### config.mk
export PLATFORM = sky130hd
export DESIGN_NAME = systolic_feeder
export DESIGN_NICKNAME = d
export VERILOG_FILES = /design/src/rtl/common_pkg.sv /design/src/rtl/systolic_feeder_pkg.sv /design/src/rtl/skew_line.sv /design/src/rtl/systolic_feeder.sv
export SDC_FILE = /design/constraint.sdc
export NUM_CORES = 1
export LEC_CHECK = 0
export BUFFER_PORTS_ARGS = -buffer_cell sky130_fd_sc_hd__buf_4
export CAP_MARGIN = 20
export CORE_ASPECT_RATIO = 0.5
export CORE_MARGIN = 2
export CORE_UTILIZATION = 45
export CTS_CLUSTER_DIAMETER = 200
export DETAILED_ROUTE_END_ITERATION = 12
export GPL_TIMING_DRIVEN = 0
export HOLD_SLACK_MARGIN = 0.08
export PLACE_DENSITY_LB_ADDON = 0.2
export SETUP_SLACK_MARGIN = 0.4
export SLEW_MARGIN = 20
export SYNTH_ARGS = -nofsm -noshare
export SYNTH_HDL_FRONTEND = slang
export SYNTH_SLANG_ARGS = --single-unit
### constraint.sdc
create_clock -name clk_i -period 6.68 [get_ports clk_i]
set_clock_uncertainty 0.1 [all_clocks]
set_input_delay 0 -clock clk_i [delete_from_list [all_inputs] [get_ports clk_i]]
set_output_delay 0 -clock clk_i [all_outputs]
set_load 0.1 [all_outputs]
### src/rtl/common_pkg.sv
// common_pkg: shared operand element type for the systolic array
package common_pkg;
    localparam int DATA_WIDTH = 16;
    typedef struct packed {
        logic                  enable;
        logic                  last;
        logic [DATA_WIDTH-1:0] data;
    } matrix_data_t;
endpackage

### src/rtl/systolic_feeder_pkg.sv
// systolic_feeder_pkg: feeder FSM states and counter sizing helper
package systolic_feeder_pkg;
    typedef enum logic [1:0] {IDLE, STREAM, FLUSH} feeder_state_t;
    function automatic int cnt_w(input int n);
        return n > 1 ? $clog2(n) : 1;
    endfunction
endpackage

### src/rtl/skew_line.sv
// skew_line: DELAY-deep shift register of matrix elements
module skew_line
    import common_pkg::*;
#(
    parameter int DELAY = 1
) (
    input  logic         clk_i,
    input  logic         rst_i,
    input  matrix_data_t d_i,
    output matrix_data_t q_o
);
    matrix_data_t [DELAY-1:0] sr;
    // advance one stage per cycle; reset discards everything in flight
    always_ff @(posedge clk_i or posedge rst_i)
        if (rst_i) sr <= '0;
        else begin
            sr[0] <= d_i;
            for (int i = 1; i < DELAY; i++) sr[i] <= sr[i-1];
        end
    assign q_o = sr[DELAY-1];
endmodule

### src/rtl/systolic_feeder.sv
// systolic_feeder: skews operand vectors into LANES zero-filled streams for one PE edge
module systolic_feeder
    import common_pkg::*;
    import systolic_feeder_pkg::*;
#(
    parameter int LANES = 4,
    parameter int KW    = 8
) (
    input  logic                          clk_i,
    input  logic                          rst_i,
    input  logic                          start_i,
    input  logic [KW-1:0]                 k_len_i,
    input  logic                          vec_valid_i,
    output logic                          vec_ready_o,
    input  logic [LANES*DATA_WIDTH-1:0]   vec_data_i,
    output matrix_data_t [LANES-1:0]      lane_o,
    output logic                          busy_o,
    output logic                          done_o
);
    localparam int FW = cnt_w(LANES);
    feeder_state_t            state;
    logic [KW-1:0]            k_len_q;
    logic [KW-1:0]            beat;
    logic [FW-1:0]            flush_cnt;
    logic                     accept;
    logic                     last_beat;
    matrix_data_t [LANES-1:0] lane_in;
    assign accept    = vec_valid_i & vec_ready_o;
    assign last_beat = beat == k_len_q - KW'(1);
    // non-accepted cycles inject all-zero bubbles so downstream PEs add nothing
    always_comb
        for (int i = 0; i < LANES; i++)
            lane_in[i] = accept ? matrix_data_t'{enable: 1'b1, last: last_beat,
                                                 data: vec_data_i[i*DATA_WIDTH +: DATA_WIDTH]} : '0;
    // pass sequencing: wait for start, stream k_len beats, then drain the skew
    always_ff @(posedge clk_i or posedge rst_i)
        if (rst_i) begin
            state       <= IDLE;
            k_len_q     <= '0;
            beat        <= '0;
            flush_cnt   <= '0;
            vec_ready_o <= 1'b0;
            busy_o      <= 1'b0;
        end else
            case (state)
                IDLE:
                    if (start_i && k_len_i != '0) begin
                        state       <= STREAM;
                        k_len_q     <= k_len_i;
                        beat        <= '0;
                        vec_ready_o <= 1'b1;
                        busy_o      <= 1'b1;
                    end
                STREAM:
                    if (accept) begin
                        beat <= beat + KW'(1);
                        if (last_beat) begin
                            state       <= FLUSH;
                            flush_cnt   <= '0;
                            vec_ready_o <= 1'b0;
                        end
                    end
                FLUSH:
                    if (flush_cnt == FW'(LANES-1)) begin
                        state  <= IDLE;
                        busy_o <= 1'b0;
                    end else flush_cnt <= flush_cnt + FW'(1);
                default: state <= IDLE;
            endcase
    for (genvar i = 0; i < LANES; i++) begin : g_lane
        skew_line #(.DELAY(i + 1)) u_line (
            .clk_i(clk_i),
            .rst_i(rst_i),
            .d_i  (lane_in[i]),
            .q_o  (lane_o[i])
        );
    end
    // the final element leaving the deepest lane marks the end of the pass
    assign done_o = lane_o[LANES-1].last;
endmodule

==> results of run 1 <==
-- final cells by class --
type | instances | area, sq um
multi-input combinational | 154 | 1030
buffer | 72 | 482
inverter | 4 | 22.5
clock buffer | 18 | 429
tap | 192 | 240
sequential | 190 | 4750
clock inverter | 14 | 180
timing repair buffer | 229 | 1930
fill | 990 | 4520
-- worst min-delay path, cell delays in order --
cell	delay, ns
dlygate4sd3_1	0.54
buf_4	0.16
inv_8	0.43
-- synthesized netlist by cell type, types with 3 or more instances --
master	instances	share of area, %
nor3_1	5	0.40
o21ai_0	6	0.48
dfrtp_1	190	76
mux2_2	6	1.1
and3_1	68	6.8
ha_1	3	0.60
xor2_1	10	1.4
a21oi_1	4	0.32
nand2_1	8	0.48
clkbuf_1	15	0.90
buf_4	56	6.7
xnor2_1	4	0.56
inv_1	4	0.24
nor2_1	12	0.72
-- worst paths after layout --
kind                                              start  cells past startpoint  slack (ns)                      end
max in group asynchronous                         rst_i                      4        5.46  g_lane[1].u_line.sr[12]
min in group clk_i              g_lane[3].u_line.sr[19]                      0        0.24  g_lane[3].u_line.sr[37]
worst max-delay path                           state[0]                      5        4.37               k_len_q[0]
worst min register to register  g_lane[3].u_line.sr[19]                      0        0.24  g_lane[3].u_line.sr[37]
worst min-delay path                              rst_i                      3        0.13  g_lane[0].u_line.q_o[1]
worst max register to register                 state[0]                      5        4.37               k_len_q[0]
-- layer usage --
layer	track usage, %	vias up
li1	-	1839
met1	20.1	1908
met2	30.0	66
met3	3.98	13
met4	6.86	0
met5	0	-
-- sequential cells by signal, summed over array words and instances, names as in the netlist --
| name | count |
|---|---|
| state | 2 |
| vec_ready_o | 1 |
| g_lane.u_line.sr | 96 |
| busy_o | 1 |
| g_lane.u_line.q_o | 72 |
| beat | 8 |
| flush_cnt | 2 |
| k_len_q | 8 |
-- stage by stage --
step / cell area (sq um) / cells / util, % / hold WS [ns]
finish: 9070 / 873 / 66.8 / 0.134
floorplan: 6280 / 420 / - / 0.0168
CTS: 9070 / 873 / 66.8 / 0.147
global placement: 7650 / 762 / 56.3 / 0.118
global route: 9070 / 873 / 66.8 / 0.189
detailed placement: 7680 / 763 / 56.5 / 0.0397
-- power groups by stage --
stage | sequential [uW] | clock, uW | combinational [uW]
6_report | 1410 | 996 | 950
3_5_place_dp | 1440 | 0 | 914
5_1_grt | 1440 | 1080 | 1010
4_1_cts | 1420 | 1020 | 957
3_3_place_gp | 1430 | 0 | 898
2_1_floorplan | 1540 | 0 | 588
-- kinds of logic (layout without fill, tap and decap cells) --
logic type	count (synthesis)	count (layout)	share of synthesized area [%]
DFF	190	190	75.7
and+or+nand+nor	113	113	10.9
buffers and inverters	76	337	7.91
AOI/OAI and AO/OA	17	17	1.73
xor gates and xnor gates	14	14	1.95
muxes	7	7	1.24
adders and majority gates	3	3	0.598
==> impl_metrics.env, run 1 <==
export IMPL_met3_length_um=421
export IMPL_layout_common_cells="buf_4, dfrtp_1, dlygate4sd3_1"
export IMPL_rows=30
export IMPL_ir_drop_uv=166
export IMPL_p_int_uw=2140
export IMPL_timing_final_crit_share_pct=34.6
export IMPL_synth_main_ff_cell="dfrtp_1"
export IMPL_synthArstFlopShare_pct=100
export IMPL_cpPeakStageDelay_ns=0.62
export IMPL_cts_tree="yes"
export IMPL_n_antenna_cell=0
export IMPL_initial_core_util_pct=46.2
export IMPL_synth_edf_count=0
export IMPL_ys_types=38
export IMPL_clockRootBuffer="clkbuf_16"
export IMPL_fin_ws_ns=4.37
export IMPL_ys_warn_count=0
export IMPL_tns_ns=0
export IMPL_portBuffers=150
export IMPL_p_sw_share_pct=36.3
export IMPL_end_kind="flip-flop"
export IMPL_ant_nets=0
export IMPL_layout_nets=747
export IMPL_syn_nets=499
export IMPL_htree_levels=4
export IMPL_total_power_uw=3360
export IMPL_cpMaxStageDelayCell="a2111oi_1"
export IMPL_drive_gt1_share_pct=36.7
export IMPL_yosysSeqAreaShare_pct=75.7
export IMPL_critPathBufInv=2
export IMPL_overflow=0
export IMPL_maxSlewHeadroom_pct=59.0
export IMPL_cts_setup_buffers=0
export IMPL_clockBufferDepth=2
export IMPL_dp_final_hpwl_um=7330
export IMPL_finalMaxSlewViolations=0
export IMPL_top_layer_used="met4"
export IMPL_tightest_slew_ns=0.614
export IMPL_antenna_found_initial=0
export IMPL_vias_per_cell=4.38
export IMPL_finalSetupViolations=0
export IMPL_max_cap_viol_count=0
export IMPL_pwr_share_comb_pct=28.3
export IMPL_firstDrtPassIters=4
export IMPL_synth_cells=420
export IMPL_cts_resized=0
export IMPL_rsz0062_at_grt="no"
export IMPL_clkSlewWorstSetupHoldPaths_ns=0.08
export IMPL_cts_buffers=17
export IMPL_routabilityCongestion=0.746
export IMPL_critical_path_class="flip-flop to flip-flop"
export IMPL_layout_commonest_cell="buf_4"
export IMPL_cts_hold_buf=78
export IMPL_power_leakage_uw=0.00472
export IMPL_avgSynthCellArea_sq_um=15.0
export IMPL_drc=0
export IMPL_dr_wl_met2_um=6280
export IMPL_syn_to_final_growth_pct=44.5
export IMPL_setup_worst_path_start_class="flip-flop"
export IMPL_yosys_register_bits=190
export IMPL_clkPwrFrac_pct=29.7
export IMPL_cp_top_family="buffers and inverters"
export IMPL_clock_latency_ns=0.42
export IMPL_worstPathMaxFanout=10
export IMPL_m1WireLength_um=4880
export IMPL_ios=151
export IMPL_fmax_mhz=433
export IMPL_die_area_sq_um=15000
export IMPL_grt_total_usage_pct=16.8
export IMPL_hold_violations=0
export IMPL_grt_max_degree=101
export IMPL_cts_sinks=190
export IMPL_wl_per_cell_um=13.4
export IMPL_period_minus_slack_ns=2.31
export IMPL_die_h_um=87.5
export IMPL_num_vias=3826
export IMPL_required_ns=6.91
export IMPL_status="completed"
export IMPL_crit_chain="a2111oi_1, buf_2, nand2_1, dlygate4sd3_1, o21ai_0"
export IMPL_grt_pass1_vias=3871
export IMPL_arrival_ns=2.54
export IMPL_grt_pass1_wl_um=19000
export IMPL_power_frac_seq_pct=42.1
export IMPL_syn_cell_area_sq_um=6280
export IMPL_chipWidth_um=171
export IMPL_p_per_area_nw_per_um2=370
export IMPL_drt_iter0_drc=223
export IMPL_hp_class="input port to asynchronous set/reset pin"
export IMPL_dpl_worst_slack_ns=4.46
export IMPL_p_sw_uw=1220
export IMPL_core_area_sq_um=13600
export IMPL_drt_wl_total_um=11700
No activity file was read; power rests on OpenSTA's default activity.
==> run 2: changes to the inputs <==
Settings changed: ABC_AREA from default to 1.
Clock period 6.68 ns to 1.95 ns, I/O delays scaled along.
==> run 2 against run 1 <==
Design area rose by 4.1%. Clock-buffer cell count is 1 lower. Clock power increased to 3.4 times the previous value. First-iteration DRC count up 4.0%. Critical path depth is 7 higher. Critical path type unchanged. Largest power group unchanged.
==> impl_metrics.env, run 2 <==
export IMPL_clkPwrFrac_pct=27.8
export IMPL_drive_gt1_share_pct=34.5
export IMPL_worstPathMaxFanout=6
export IMPL_clkSlewWorstSetupHoldPaths_ns=0.08
export IMPL_layout_nets=877
export IMPL_yosysMostFrequentCell="dfrtp_1"
export IMPL_hp_class="input port to asynchronous set/reset pin"
export IMPL_synth_area_leaders="dfrtp_1, buf_4, inv_1, nor2_1, nand2_1"
export IMPL_routabilityCongestion=0.782
export IMPL_layout_commonest_cell="buf_4"
export IMPL_met3_length_um=408
export IMPL_setup_worst_path_start_class="flip-flop"
export IMPL_m1WireLength_um=5050
export IMPL_ir_drop_uv=597
export IMPL_ys_types=27
export IMPL_p_sw_uw=4750
export IMPL_grt_pass1_vias=4153
export IMPL_p_int_uw=7580
export IMPL_die_h_um=88.6
export IMPL_maxSlewHeadroom_pct=68.7
export IMPL_firstDrtPassIters=4
export IMPL_synthArstFlopShare_pct=100
export IMPL_timing_final_crit_share_pct=88.5
export IMPL_wl_per_cell_um=12.1
export IMPL_grt_pass1_wl_um=19400
export IMPL_yosysSeqAreaShare_pct=73.8
export IMPL_multi_input_area_sq_um=941
export IMPL_p_per_area_nw_per_um2=1310
export IMPL_die_area_sq_um=15300
export IMPL_layout_common_cells="buf_4, dfrtp_1, inv_1"
export IMPL_ios=151
export IMPL_required_ns=2.16
export IMPL_critical_path_class="flip-flop to flip-flop"
export IMPL_rsz0062_at_grt="yes"
export IMPL_arrival_ns=1.94
export IMPL_overflow=0
export IMPL_p_sw_share_pct=38.5
export IMPL_finalSetupViolations=0
export IMPL_seqCellArea_sq_um=4750
export IMPL_clockBufferDepth=2
export IMPL_fmax_mhz=579
export IMPL_fill_cells=991
export IMPL_drc=0
export IMPL_end_kind="flip-flop"
export IMPL_htree_levels=4
export IMPL_synth_top_area_share_pct=73.8
export IMPL_grt_total_usage_pct=16.5
export IMPL_fin_ws_ns=0.224
export IMPL_drt_wl_total_um=12200
export IMPL_cts_tree="yes"
export IMPL_ant_nets=0
export IMPL_hold_violations=0
export IMPL_largest_reg_flops=96
export IMPL_initial_core_util_pct=46.8
export IMPL_ys_warn_count=0
export IMPL_grt_max_degree=35
export IMPL_drt_iter0_drc=232
export IMPL_dpl_worst_slack_ns=0.0423
export IMPL_status="completed"
export IMPL_synth_edf_count=0
export IMPL_synth_largest_area_cell="dfrtp_1"
export IMPL_cts_buffers=17
export IMPL_clock_latency_ns=0.42
export IMPL_n_antenna_cell=0
export IMPL_yosys_register_bits=190
export IMPL_portBuffers=150
export IMPL_cts_sinks=190
export IMPL_num_vias=4224
export IMPL_rows=30
export IMPL_avgSynthCellArea_sq_um=12.0
export IMPL_power_frac_seq_pct=40.0
export IMPL_core_area_sq_um=13800
export IMPL_top_layer_used="met4"
export IMPL_clockRootBuffer="clkbuf_16"
export IMPL_power_leakage_uw=0.00510
export IMPL_top_register="g_lane.u_line.sr"
export IMPL_finalMaxSlewViolations=0
export IMPL_vias_per_cell=4.21
export IMPL_utilization_pct=68.5
export IMPL_synth_main_ff_cell="dfrtp_1"
export IMPL_pwr_share_comb_pct=32.2
export IMPL_synth_common_cells="dfrtp_1, inv_1, nor2_1"
export IMPL_synth_cells=539
export IMPL_syn_to_final_growth_pct=46.6
export IMPL_antenna_found_initial=0
export IMPL_syn_cell_area_sq_um=6440
export IMPL_max_cap_viol_count=0
export IMPL_dr_wl_met2_um=6490
export IMPL_chipWidth_um=173
export IMPL_syn_nets=618
export IMPL_ff2ff_setup_slack_ns=0.22
export IMPL_tightest_slew_ns=0.468
export IMPL_period_minus_slack_ns=1.73
export IMPL_dp_final_hpwl_um=7850
==> run 2: cell types whose count changed after synthesis, moves of 6 or more <==
cell	change
nor2_1	+73
a21oi_1	+6
nand3_1	+17
inv_1	+86
mux2_2	-6
and3_1	-68
nand2_1	+35
xor2_1	-9
clkbuf_1	-9
==> run 2: kinds of logic (layout without fill, tap and decap cells) <==
| family | count (synthesis) | in the layout | synth area share [%] |
|---|---|---|---|
| xor+xnor | 4 | 4 | 0.544 |
| compound gates | 21 | 21 | 1.71 |
| simple gates | 165 | 165 | 10.9 |
| fa+ha+maj | 3 | 3 | 0.583 |
| buf+inv | 156 | 428 | 12.4 |
| flops | 190 | 190 | 73.8 |
==> run 2: final cells by class <==
type                    instances  share of cell area [%]
flip-flops and latches        190                    50.4
multi-input cells             193                    9.97
plain buffers                  66                    4.98
well taps                     192                    2.54
repair buffers                240                    22.0
clock inverters                15                    1.99
inverters                      90                    3.62
clock buffers                  17                    4.51
==> run 2: timing repair <==
item / 4_1_cts / 5_1_grt
resized for setup: 17 / 4
hold buffers: 76 / 0
endpoints found under the hold margin: 236 / 0
setup endpoints to repair: 70 / 25
pin swaps: 1 / 6
buffers inserted: 2 / 6
==> run 2: metrics by stage <==
step                      instance area, sq um  std cells  total power (uW)  TNS (ns)  hold slack (ns)
after floorplan                           6440        539              7790   -113.90          0.00623
final                                     9440       1003             12300         0            0.100
after CTS                                 9380        997             12300         0           0.0939
after global routing                      9440       1003             12900         0            0.104
after global placement                    7810        881              8520   -300.13            0.120
after detailed placement                  7930        887              8630         0           -0.116
==> run 2: worst max-delay path, stage by stage (launching register included) <==
cell     delay [ns]
dfrtp_1        0.37
inv_2          0.07
ha_4           0.18
inv_1          0.07
nand2_1        0.06
nand3_1        0.09
nand2_1        0.05
nor2_1         0.12
nand3_1        0.11
nor2_2         0.12
nand3_2        0.13
nand3_2        0.10
nand2_1        0.05
==> run 2: routing by layer <==
metal | GRT usage [%] | vias up
li1 | - | 2067
met1 | 19.5 | 2049
met2 | 29.8 | 86
met3 | 4.42 | 22
met4 | 6.47 | 0
met5 | 0 | -
==> run 2: power by group through the flow <==
| stage | registers [uW] | logic [uW] | clock network [uW] |
|---|---|---|---|
| after global placement | 4960 | 3560 | 0 |
| after CTS | 4930 | 3900 | 3510 |
| final | 4930 | 3970 | 3420 |
| after detailed placement | 4990 | 3640 | 0 |
| after global routing | 5000 | 4220 | 3710 |
| after floorplan | 5340 | 2450 | 0 |
==> run 2: final timing paths <==
kind,depth (start not counted),start,endpoint
min in group clk_i,4,vec_data_i[38],g_lane[2].u_line.sr[6]
max,12,k_len_q[0],flush_cnt[0]
max reg2reg,12,k_len_q[0],flush_cnt[0]
min,4,rst_i,g_lane[2].u_line.sr[26]
max in group asynchronous,4,rst_i,g_lane[2].u_line.q_o[2]
min reg2reg,0,g_lane[3].u_line.sr[18],g_lane[3].u_line.sr[36]
